$ cat src/rtl/exec_stage.sv
// exec_stage: execute stage of the pipeline. Computes ALU, branch-compare and
// load/store address results and registers them into the stage-output register
// that feeds mem_access. Optional iterative RV32M multiply/divide unit, built only
// when the EXEC_MULDIV_EN macro is defined; it stalls the front end while busy.
module exec_stage #(
    parameter int XLEN     = 32,
    parameter int MD_ITERS = 32
) (
    input  logic            CLK,
    input  logic            RESET,
    input  logic            flush,
    input  logic            valid_i,
    input  logic [XLEN-1:0] PC_i,
    input  logic [4:0]      rd_i,
    input  logic [XLEN-1:0] rs1_val,
    input  logic [XLEN-1:0] rs2_val,
    input  logic [XLEN-1:0] imm,
    input  logic [3:0]      alu_op,
    input  logic [2:0]      funct3,
    input  logic            use_imm,
    input  logic            is_load,
    input  logic            is_store,
    input  logic            is_branch,
    input  logic            is_muldiv,
    input  logic            wb_i,
    output logic            stall_o,
    output logic            mem_en,
    output logic            LOAD,
    output logic [XLEN-1:0] address,
    output logic [2:0]      mem_para,
    output logic [XLEN-1:0] value,
    output logic [XLEN-1:0] alu_res,
    output logic            write_back,
    output logic            branch_flag,
    output logic [XLEN-1:0] branch_offset,
    output logic [XLEN-1:0] PC_o,
    output logic [4:0]      rd_o
);
    localparam logic [3:0] OP_ADD = 4'd0, OP_SUB = 4'd1, OP_SLL = 4'd2, OP_SLT = 4'd3,
                           OP_SLTU = 4'd4, OP_XOR = 4'd5, OP_SRL = 4'd6, OP_SRA = 4'd7,
                           OP_OR = 4'd8, OP_AND = 4'd9, OP_PASSB = 4'd10;

    logic [XLEN-1:0] op_b;
    logic [XLEN-1:0] alu_val;
    logic            br_taken;
    logic            normal_issue;
    logic            md_done;
    logic [XLEN-1:0] md_result;

    // Only 32-bit datapaths with a non-zero iteration count are meaningful; other
    // configurations elaborate this empty marker block so they stand out in the hierarchy.
    if (XLEN != 32 || MD_ITERS < 1) begin : g_unsupported_cfg
    end

    assign op_b = use_imm ? imm : rs2_val;

    // Integer ALU; shift amounts come from the low five bits of operand B.
    always_comb begin
        alu_val = '0;
        case (alu_op)
            OP_ADD:   alu_val = rs1_val + op_b;
            OP_SUB:   alu_val = rs1_val - op_b;
            OP_SLL:   alu_val = rs1_val << op_b[4:0];
            OP_SLT:   alu_val = {{(XLEN-1){1'b0}}, $signed(rs1_val) < $signed(op_b)};
            OP_SLTU:  alu_val = {{(XLEN-1){1'b0}}, rs1_val < op_b};
            OP_XOR:   alu_val = rs1_val ^ op_b;
            OP_SRL:   alu_val = rs1_val >> op_b[4:0];
            OP_SRA:   alu_val = $unsigned($signed(rs1_val) >>> op_b[4:0]);
            OP_OR:    alu_val = rs1_val | op_b;
            OP_AND:   alu_val = rs1_val & op_b;
            OP_PASSB: alu_val = op_b;
            default:  alu_val = '0;
        endcase
    end

    // Branch condition always compares the two register operands.
    always_comb begin
        br_taken = 1'b0;
        case (funct3)
            3'b000:  br_taken = (rs1_val == rs2_val);
            3'b001:  br_taken = (rs1_val != rs2_val);
            3'b100:  br_taken = ($signed(rs1_val) < $signed(rs2_val));
            3'b101:  br_taken = ($signed(rs1_val) >= $signed(rs2_val));
            3'b110:  br_taken = (rs1_val < rs2_val);
            3'b111:  br_taken = (rs1_val >= rs2_val);
            default: br_taken = 1'b0;
        endcase
    end

`ifdef EXEC_MULDIV_EN
    typedef enum logic [1:0] {MD_IDLE, MD_BUSY, MD_DONE} md_state_t;
    localparam int CNT_W = $clog2(MD_ITERS + 1);

    md_state_t        md_state_reg, md_state_next;
    logic [CNT_W-1:0] md_cnt_reg;
    logic [XLEN-1:0]  md_hi_reg, md_lo_reg, md_b_reg, md_hi_next, md_lo_next;
    logic [2:0]       md_op_reg;
    logic             md_neg_p_reg, md_neg_q_reg, md_neg_r_reg;
    logic             a_neg, b_neg;
    logic [XLEN-1:0]  a_mag, b_mag, div_diff;
    logic [XLEN:0]    mul_sum, div_shift;
    logic             div_ge;
    logic             last_iter;

    // Signed operands are reduced to magnitudes; the sign is reapplied on the result.
    // MUL keeps raw operands since the low product word is sign-agnostic.
    always_comb begin
        a_neg = (funct3 inside {3'b001, 3'b010, 3'b100, 3'b110}) && rs1_val[XLEN-1];
        b_neg = (funct3 inside {3'b001, 3'b100, 3'b110}) && rs2_val[XLEN-1];
        a_mag = a_neg ? -rs1_val : rs1_val;
        b_mag = b_neg ? -rs2_val : rs2_val;
    end

    assign last_iter = (md_cnt_reg == CNT_W'(MD_ITERS - 1));

    // MD FSM next state and stall; flush overrides everything and returns to IDLE.
    always_comb begin
        md_state_next = md_state_reg;
        stall_o       = 1'b0;
        md_done       = 1'b0;
        case (md_state_reg)
            MD_IDLE: begin
                if (valid_i && is_muldiv) begin
                    md_state_next = MD_BUSY;
                    stall_o       = 1'b1;
                end
            end
            MD_BUSY: begin
                stall_o = 1'b1;
                if (last_iter) md_state_next = MD_DONE;
            end
            MD_DONE: begin
                md_done       = 1'b1;
                md_state_next = MD_IDLE;
            end
            default: md_state_next = MD_IDLE;
        endcase
        if (flush) begin
            md_state_next = MD_IDLE;
            stall_o       = 1'b0;
            md_done       = 1'b0;
        end
    end

    // One iteration: shift-add multiply (product in {hi,lo}) or restoring divide
    // (remainder in hi, quotient shifted into lo).
    always_comb begin
        mul_sum   = {1'b0, md_hi_reg} + (md_lo_reg[0] ? {1'b0, md_b_reg} : {(XLEN+1){1'b0}});
        div_shift = {md_hi_reg, md_lo_reg[XLEN-1]};
        div_ge    = (div_shift >= {1'b0, md_b_reg});
        div_diff  = div_shift[XLEN-1:0] - md_b_reg;
        if (md_op_reg[2]) begin
            md_hi_next = div_ge ? div_diff : div_shift[XLEN-1:0];
            md_lo_next = {md_lo_reg[XLEN-2:0], div_ge};
        end else begin
            md_hi_next = mul_sum[XLEN:1];
            md_lo_next = {mul_sum[0], md_lo_reg[XLEN-1:1]};
        end
    end

    // Final sign fix-up; the high word of a negated 64-bit product is ~hi plus a carry from lo.
    always_comb begin
        case (md_op_reg)
            3'b000:                md_result = md_lo_reg;
            3'b001, 3'b010, 3'b011:
                md_result = md_neg_p_reg ? (~md_hi_reg + {{(XLEN-1){1'b0}}, (md_lo_reg == '0)})
                                         : md_hi_reg;
            3'b100, 3'b101:        md_result = md_neg_q_reg ? -md_lo_reg : md_lo_reg;
            default:               md_result = md_neg_r_reg ? -md_hi_reg : md_hi_reg;
        endcase
    end

    // MD state and datapath registers: load operands on start, iterate while busy.
    always_ff @(posedge CLK or posedge RESET) begin
        if (RESET) begin
            md_state_reg <= MD_IDLE;
            md_cnt_reg   <= '0;
            md_hi_reg    <= '0;
            md_lo_reg    <= '0;
            md_b_reg     <= '0;
            md_op_reg    <= '0;
            md_neg_p_reg <= 1'b0;
            md_neg_q_reg <= 1'b0;
            md_neg_r_reg <= 1'b0;
        end else begin
            md_state_reg <= md_state_next;
            if (md_state_reg == MD_IDLE && valid_i && is_muldiv && !flush) begin
                md_cnt_reg   <= '0;
                md_hi_reg    <= '0;
                md_lo_reg    <= a_mag;
                md_b_reg     <= b_mag;
                md_op_reg    <= funct3;
                md_neg_p_reg <= a_neg ^ b_neg;
                md_neg_q_reg <= (a_neg ^ b_neg) && (rs2_val != '0);
                md_neg_r_reg <= a_neg;
            end else if (md_state_reg == MD_BUSY) begin
                md_cnt_reg <= md_cnt_reg + 1'b1;
                md_hi_reg  <= md_hi_next;
                md_lo_reg  <= md_lo_next;
            end
        end
    end

    assign normal_issue = valid_i && !is_muldiv && !flush && (md_state_reg == MD_IDLE);
`else
    assign stall_o      = 1'b0;
    assign md_done      = 1'b0;
    assign md_result    = '0;
    assign normal_issue = valid_i && !is_muldiv && !flush;
`endif

    // Stage-output register feeding mem_access; anything not issuing becomes a bubble.
    always_ff @(posedge CLK or posedge RESET) begin
        if (RESET) begin
            mem_en        <= 1'b0;
            LOAD          <= 1'b0;
            address       <= '0;
            mem_para      <= '0;
            value         <= '0;
            alu_res       <= '0;
            write_back    <= 1'b0;
            branch_flag   <= 1'b0;
            branch_offset <= '0;
            PC_o          <= '0;
            rd_o          <= '0;
        end else begin
            address       <= rs1_val + imm;
            value         <= rs2_val;
            mem_para      <= funct3;
            branch_offset <= imm;
            PC_o          <= PC_i;
            if (normal_issue) begin
                mem_en      <= is_load || is_store;
                LOAD        <= (is_load || is_store) ? is_load : 1'b1;
                write_back  <= wb_i;
                branch_flag <= is_branch;
                rd_o        <= rd_i;
                alu_res     <= is_branch ? {{(XLEN-1){1'b0}}, br_taken} : alu_val;
            end else if (md_done) begin
                mem_en      <= 1'b0;
                LOAD        <= 1'b1;
                write_back  <= wb_i;
                branch_flag <= 1'b0;
                rd_o        <= rd_i;
                alu_res     <= md_result;
            end else begin
                mem_en      <= 1'b0;
                LOAD        <= 1'b1;
                write_back  <= 1'b0;
                branch_flag <= 1'b0;
                rd_o        <= '0;
                alu_res     <= '0;
            end
        end
    end
endmodule
$ cat config.mk
export PLATFORM = sky130hd
export DESIGN_NAME = exec_stage
export DESIGN_NICKNAME = d
export VERILOG_FILES = /design/src/rtl/exec_stage.sv
export SDC_FILE = /design/constraint.sdc
export NUM_CORES = 1
export LEC_CHECK = 0
export CORE_ASPECT_RATIO = 0.75
export CORE_MARGIN = 5
export CORE_UTILIZATION = 50
export DETAILED_ROUTE_END_ITERATION = 8
export GPL_TIMING_DRIVEN = 0
export PLACE_DENSITY = 0.78
export SYNTH_ARGS = -nofsm -noshare
export SYNTH_HDL_FRONTEND = slang
export SYNTH_SLANG_ARGS = --single-unit
$ cat constraint.sdc
create_clock -name CLK -period 6.07 [get_ports CLK]
set_clock_uncertainty 0.1 [all_clocks]
set_input_delay 0.9105 -clock CLK [delete_from_list [all_inputs] [get_ports CLK]]
set_output_delay 0.9105 -clock CLK [all_outputs]
set_load 0.05 [all_outputs]
---- Word-level counts from Yosys, hierarchy flattened ----
Cells that the tools add are included.
storage, ports and cells
  register bits ........................... 172
  latch bits .............................. 0
  bits in writable memories ............... 0
  bits in read-only memories .............. 0
  input bits .............................. 150
  output and inout port bits .............. 173
  logic and storage cells ................. 61
  memories ................................ 0
cells by class
  add/sub/neg operators ................... 3
  $mul .................................... 0
  divide/modulo/power cells ............... 0
  $lt $le $gt $ge ......................... 6
  equality and inequality tests ........... 17
  shift-type cells ........................ 3
  multiplexer cells ....................... 11
  bitwise gates (word level) .............. 3
  reductions and logical operators ........ 7
operators by type and width
  cell                number
  $pmux 32 s11        1
  $lt 32x32->1        4
  $mux 32             3
  $add 32x32->32      2
  $ge 32x32->1        2
  $and 32x32->32      1
  $eq 32x32->1        1
  $ne 32x32->1        1
  $or 32x32->32       1
  $shl 32x5->32       1
  $shr 32x5->32       1
  $sshr 32x5->32      1
  $sub 32x32->32      1
  $xor 32x32->32      1
  $eq 4x3->1 const B  4
  $eq 3x3->1 const B  4
  $eq 4x4->1 const B  3
  $eq 4x2->1 const B  2
  $pmux 1 s6          1
  $mux 1              5
  $mux 5              1
  $eq 4x1->1 const B  1
  $logic_not 4->1     1
  $eq 3x1->1 const B  1
  other kinds (4)     6

---- Logic depth before layout (Yosys ltp) ----
  depth in word-level cells ............... 5
  depth in mapped cells ................... 17
  mapped depth without buffers ............ 14

---- Worst setup path after synthesis ----
OpenSTA, ideal clock, no wires.
  kind .................................... in2reg
  start ................................... input port use_imm
  end ..................................... register alu_res[31]
  library setup time ...................... 0.087 ns
  arrival ................................. 4.375 ns
  required time ........................... 5.883 ns
  slack ................................... 1.509 ns
  stages .................................. 16
  buffers on the path ..................... 5
  cells stage by stage .................... buf_6 -> mux2i_2 -> clkbuf_1 -> clkbuf_1 -> buf_1 -> ha_1 -> buf_2 -> nand2_1 -> o31ai_1 -> o21ai_1 -> a31oi_1 -> a31oi_1 -> o21ai_1 -> nor4b_1 -> o211ai_1 -> o211ai_1
on the way
  word-level cells in the longest chain between the ends .. 5
  elaborated cells between the ends (all ways) .. 12
  those cells by class .................... 2 x add/sub; 3 x shift; 4 x mux; 3 x bitwise
RTL lines
  element                                 RTL line  text
  start, declared                         20        input logic use_imm,
  $mux 32 *                               55        assign op_b = use_imm ? imm : rs2_val;
  $sub 32x32->32 (tied with other cells)  62        OP_SUB: alu_val = rs1_val - op_b;
  $pmux 32 s11 *                          60        case (alu_op)
  $mux 32 *                               238       alu_res <= is_branch ? {{(XLEN-1){1'b0}}, br_taken} : alu_val;
  $mux 32 *                               232       if (normal_issue) begin
  end signal, assigned                    238
  end signal, assigned                    245       alu_res <= md_result;
  end, declared                           32        output logic [XLEN-1:0] alu_res,
Every way passes the cells marked *; elsewhere a longest branch is shown, timed or not.

---- Final worst setup path ----
  start ................................... input port imm[4]
  end ..................................... register alu_res[30]
on the way
  word-level cells in the longest chain between the ends .. 5
  elaborated cells between the ends (all ways) .. 9
  those cells by class .................... 2 x add/sub; 3 x shift; 4 x mux
RTL lines
  element                                 RTL line  text
  start, declared                         17        input logic [XLEN-1:0] imm,
  $mux 32 *                               55
  $sub 32x32->32 (tied with other cells)  62
  $pmux 32 s11 *                          60
  $mux 32 *                               238
  $mux 32 *                               232
Marks and branches as above.

==> summary.md <==
| Metric | Value |
|---|---|
| Worst relative slew slack | `between 10 and 15%` |
| Nets | `about 2700` |
| Layout cells sized above 1 | `under 10%` |
| Worst Setup Slack, final | `-0.0218 ns` |
| RSZ-0062 raised after global routing | `false` |
| Async SR Flop Fraction | `between 90% and 100%` |
| Arrival time worst endpoint | `between 6 and 7 ns` |
| VDD IR-drop max | `approximately 0.00018 V` |
| Critical Path RT | `approximately 6.3 ns` |
| Syn Inst Count | `between 2000 and 2500` |
| CTS H-tree lvls | `4` |
| Worst Path Max Fanout | `11` |
| Total Wirelength | `approximately 85000 um` |
| Worst hold-check path type | `in2reg` |
| Finished Core Util | `around 65%` |
| TritonCTS clock tree | `built` |
| Root Driver | `clkbuf_16` |
| CTS resizes | `3` |
| Syn nets | `approximately 2300` |
| Final HPWL DP | `~68000 um` |
| Final setup violating endpoints | `2` |
| Initial antenna violation count | `5` |
| Final hold vios | `0` |
| Initial core utilization | `between 50% and 60%` |
| Pwr/cell area | `approximately 220 nW/um^2` |
| Max Cap Viol | `0` |
| Total track usage | `between 40% and 50%` |
| Commonest non-fill, non-tap cell in the layout | `clkdlybuf4s50_1` |
| Power, Total | `between 4 and 5 mW` |
| Sequential-to-total area share from yosys stat | `roughly a quarter` |
| Failing checks | `setup timing` |
| GPL Wtd Cong | `between 1 and 1.5` |
| DRT iter0 DRCs | `between 3000 and 4000` |
| Num rows | `57` |
| Number of enable flip-flop cells after synthesis | `0` |
| Die width | `between 200 and 250 um` |
| Layout area overhead | `27.2%` |
| Routed vias | `between 15000 and 20000` |
| DRC Markers | `0` |
| Worst Setup Start Kind | `input port` |
| Synth Cell Area | `16400 sq um` |
| Final ANT Viol Nets | `0` |
| Synth Area per Inst | `8.18 sq um` |
| Period utilization | `100%` |
| Yosys warns | `0` |
| Max Root-Sink Buffers | `2` |
| DIE AREA | `roughly 37000 sq um` |
| Vias in the first global route | `around 19000` |
| Port bufs | `approximately 320` |
| I/O Pins | `approximately 320` |
| F_max | `around 0.16 GHz` |
| Pin slew with the least headroom to its limit | `about 1.3 ns` |
| Slew Limit Fails | `0` |
| Commonest non-fill, non-tap cells in the layout | `clkdlybuf4s50_1 (319), nor2_1 (184), dfrtp_1 (172), ha_1 (167)` |
| Hold_buf cts | `0` |
| Wire per inst | `30.1 um` |
| Sink count of the clock tree | `between 150 and 200` |
| Pin count of the biggest net entering global routing | `about 110` |
| Die H | `roughly 170 um` |
| Lkg Pwr | `just over 9 nW` |
| Critical Setup Path Class | `in2reg` |
| CTS clk-pin slew, worst paths | `~0.08 ns` |
| Run status | `finished, violations left` |
| Setup Buffers After CTS | `0` |
| First-pass GRT wire length | `roughly 120000 um` |
| CTS buffer count | `17` |
| Core area | `approximately 32000 sq um` |
| Total gr overflow | `0` |
| Final min period | `between 6 and 7 ns` |
| Synth Register Bits | `approximately 170` |
| Vias per cell | `6.96` |
| Prevailing post-synth register cell | `dfrtp_1` |
| Crit path capture type | `flop` |
| DRT Pass-1 Iters | `7` |
| Distinct cells, synth | `approximately 80` |
## stage by stage
step	setup TNS (ns)	worst slack [ns]	area [sq um]	hold WS, ns	std cells
detailed placement	-6.85	-0.767	20200	1.26	2772
global route	0	0.0206	20900	0.760	2803
CTS	0	0.132	20900	0.757	2804
global placement	-256.52	-1.49	20200	1.23	2769
floorplan	0	0.399	16400	0.842	2008
finish	-0.0278	-0.0218	20900	0.773	2807
## area by class of cell
type / instances / area (sq um)
diodes: 4 / 10.0
plain buffers: 116 / 524
clock buffers: 17 / 425
clock inverters: 15 / 189
fillers: 2723 / 11500
inverters: 142 / 541
multi-input cells: 1577 / 11100
flip-flops and latches: 172 / 4300
well taps: 442 / 553
repair buffers: 322 / 3240
## cells in the mapped netlist (all sizes together) (7+ instances only)
master / n / share of area [%]
a2111oi: 10 / 0.54
a21oi: 156 / 4.8
and2: 10 / 0.38
o2111ai: 9 / 0.48
o21a: 11 / 0.50
inv: 141 / 3.2
nor3: 50 / 1.5
nand2b: 19 / 0.72
a221o: 9 / 0.55
mux4: 18 / 2.5
clkbuf: 73 / 1.7
a221oi: 14 / 0.75
mux2i: 121 / 7.5
o221ai: 11 / 0.59
a22oi: 27 / 1.2
mux2: 7 / 0.48
a31oi: 45 / 1.8
nor4: 17 / 0.65
nand2: 155 / 3.5
o21bai: 18 / 0.82
o31ai: 17 / 0.78
or2: 7 / 0.27
xor2: 11 / 0.59
dfrtp: 172 / 26
a211oi: 22 / 1.0
o21ai: 149 / 4.5
nor2: 184 / 4.2
nand3: 42 / 1.3
nor2b: 15 / 0.57
xnor2: 29 / 1.5
o211ai: 38 / 1.7
or3: 15 / 0.57
nand4: 25 / 0.95
ha: 167 / 13
o22ai: 26 / 0.99
a311oi: 9 / 0.52
buf: 44 / 1.5
and3: 11 / 0.42
a21o: 30 / 1.4
## flip-flops by register name, indices dropped and copies added, names as in the netlist
register       count
PC_o              32
address           32
alu_res           32
branch_offset     32
value             32
rd_o               5
mem_para           3
LOAD               1
branch_flag        1
mem_en             1
write_back         1
## final timing paths
path	startpoint	to	slack, ns	depth (start not counted)
max	imm[4]	alu_res[30]	-0.02	15
min	PC_i[23]	PC_o[23]	0.77	1
max in group asynchronous	RESET	value[3]	4.14	3
min in group asynchronous	RESET	PC_o[30]	0.78	2
## report_power, final
part	leakage [nW]	switching, mW	internal (mW)
clock network	0.299	0.606	0.565
registers	2.09	0.0268	1.23
logic	6.68	1.47	0.691
total	9.06	2.10	2.48
## worst max-delay path: stages
cell and delay [ns]:
clkdlybuf4s50_1 0.51, mux2i_2 0.62, clkbuf_2 0.45, clkbuf_1 0.64
ha_1 0.21, buf_2 0.21, inv_1 0.07, a21oi_1 0.36
o211ai_1 0.17, and2_1 0.28, a311oi_1 0.94, nor4_1 0.18
or4_1 0.44, a21o_1 0.20, a31oi_1 0.17
## routing by layer
layer	vias to the layer above	GRT usage (%)	wire (um)
met5	-	0	57
met4	4	20.3	4680
met3	325	16.7	13100
met2	1795	63.0	34000
met1	9347	60.4	32700
li1	8074	-	-
## cell families after synthesis
logic type | Yosys count | share of synthesized area (%)
buffers and inverters | 259 | 6.41
muxes | 146 | 10.4
other | 1 | 0.0228
AOI/OAI and AO/OA | 653 | 25.7
and+or+nand+nor | 567 | 15.9
DFF | 172 | 26.2
adders and majority gates | 170 | 13.1
xor gates and xnor gates | 40 | 2.13
No activity file was read; power rests on OpenSTA's default activity.
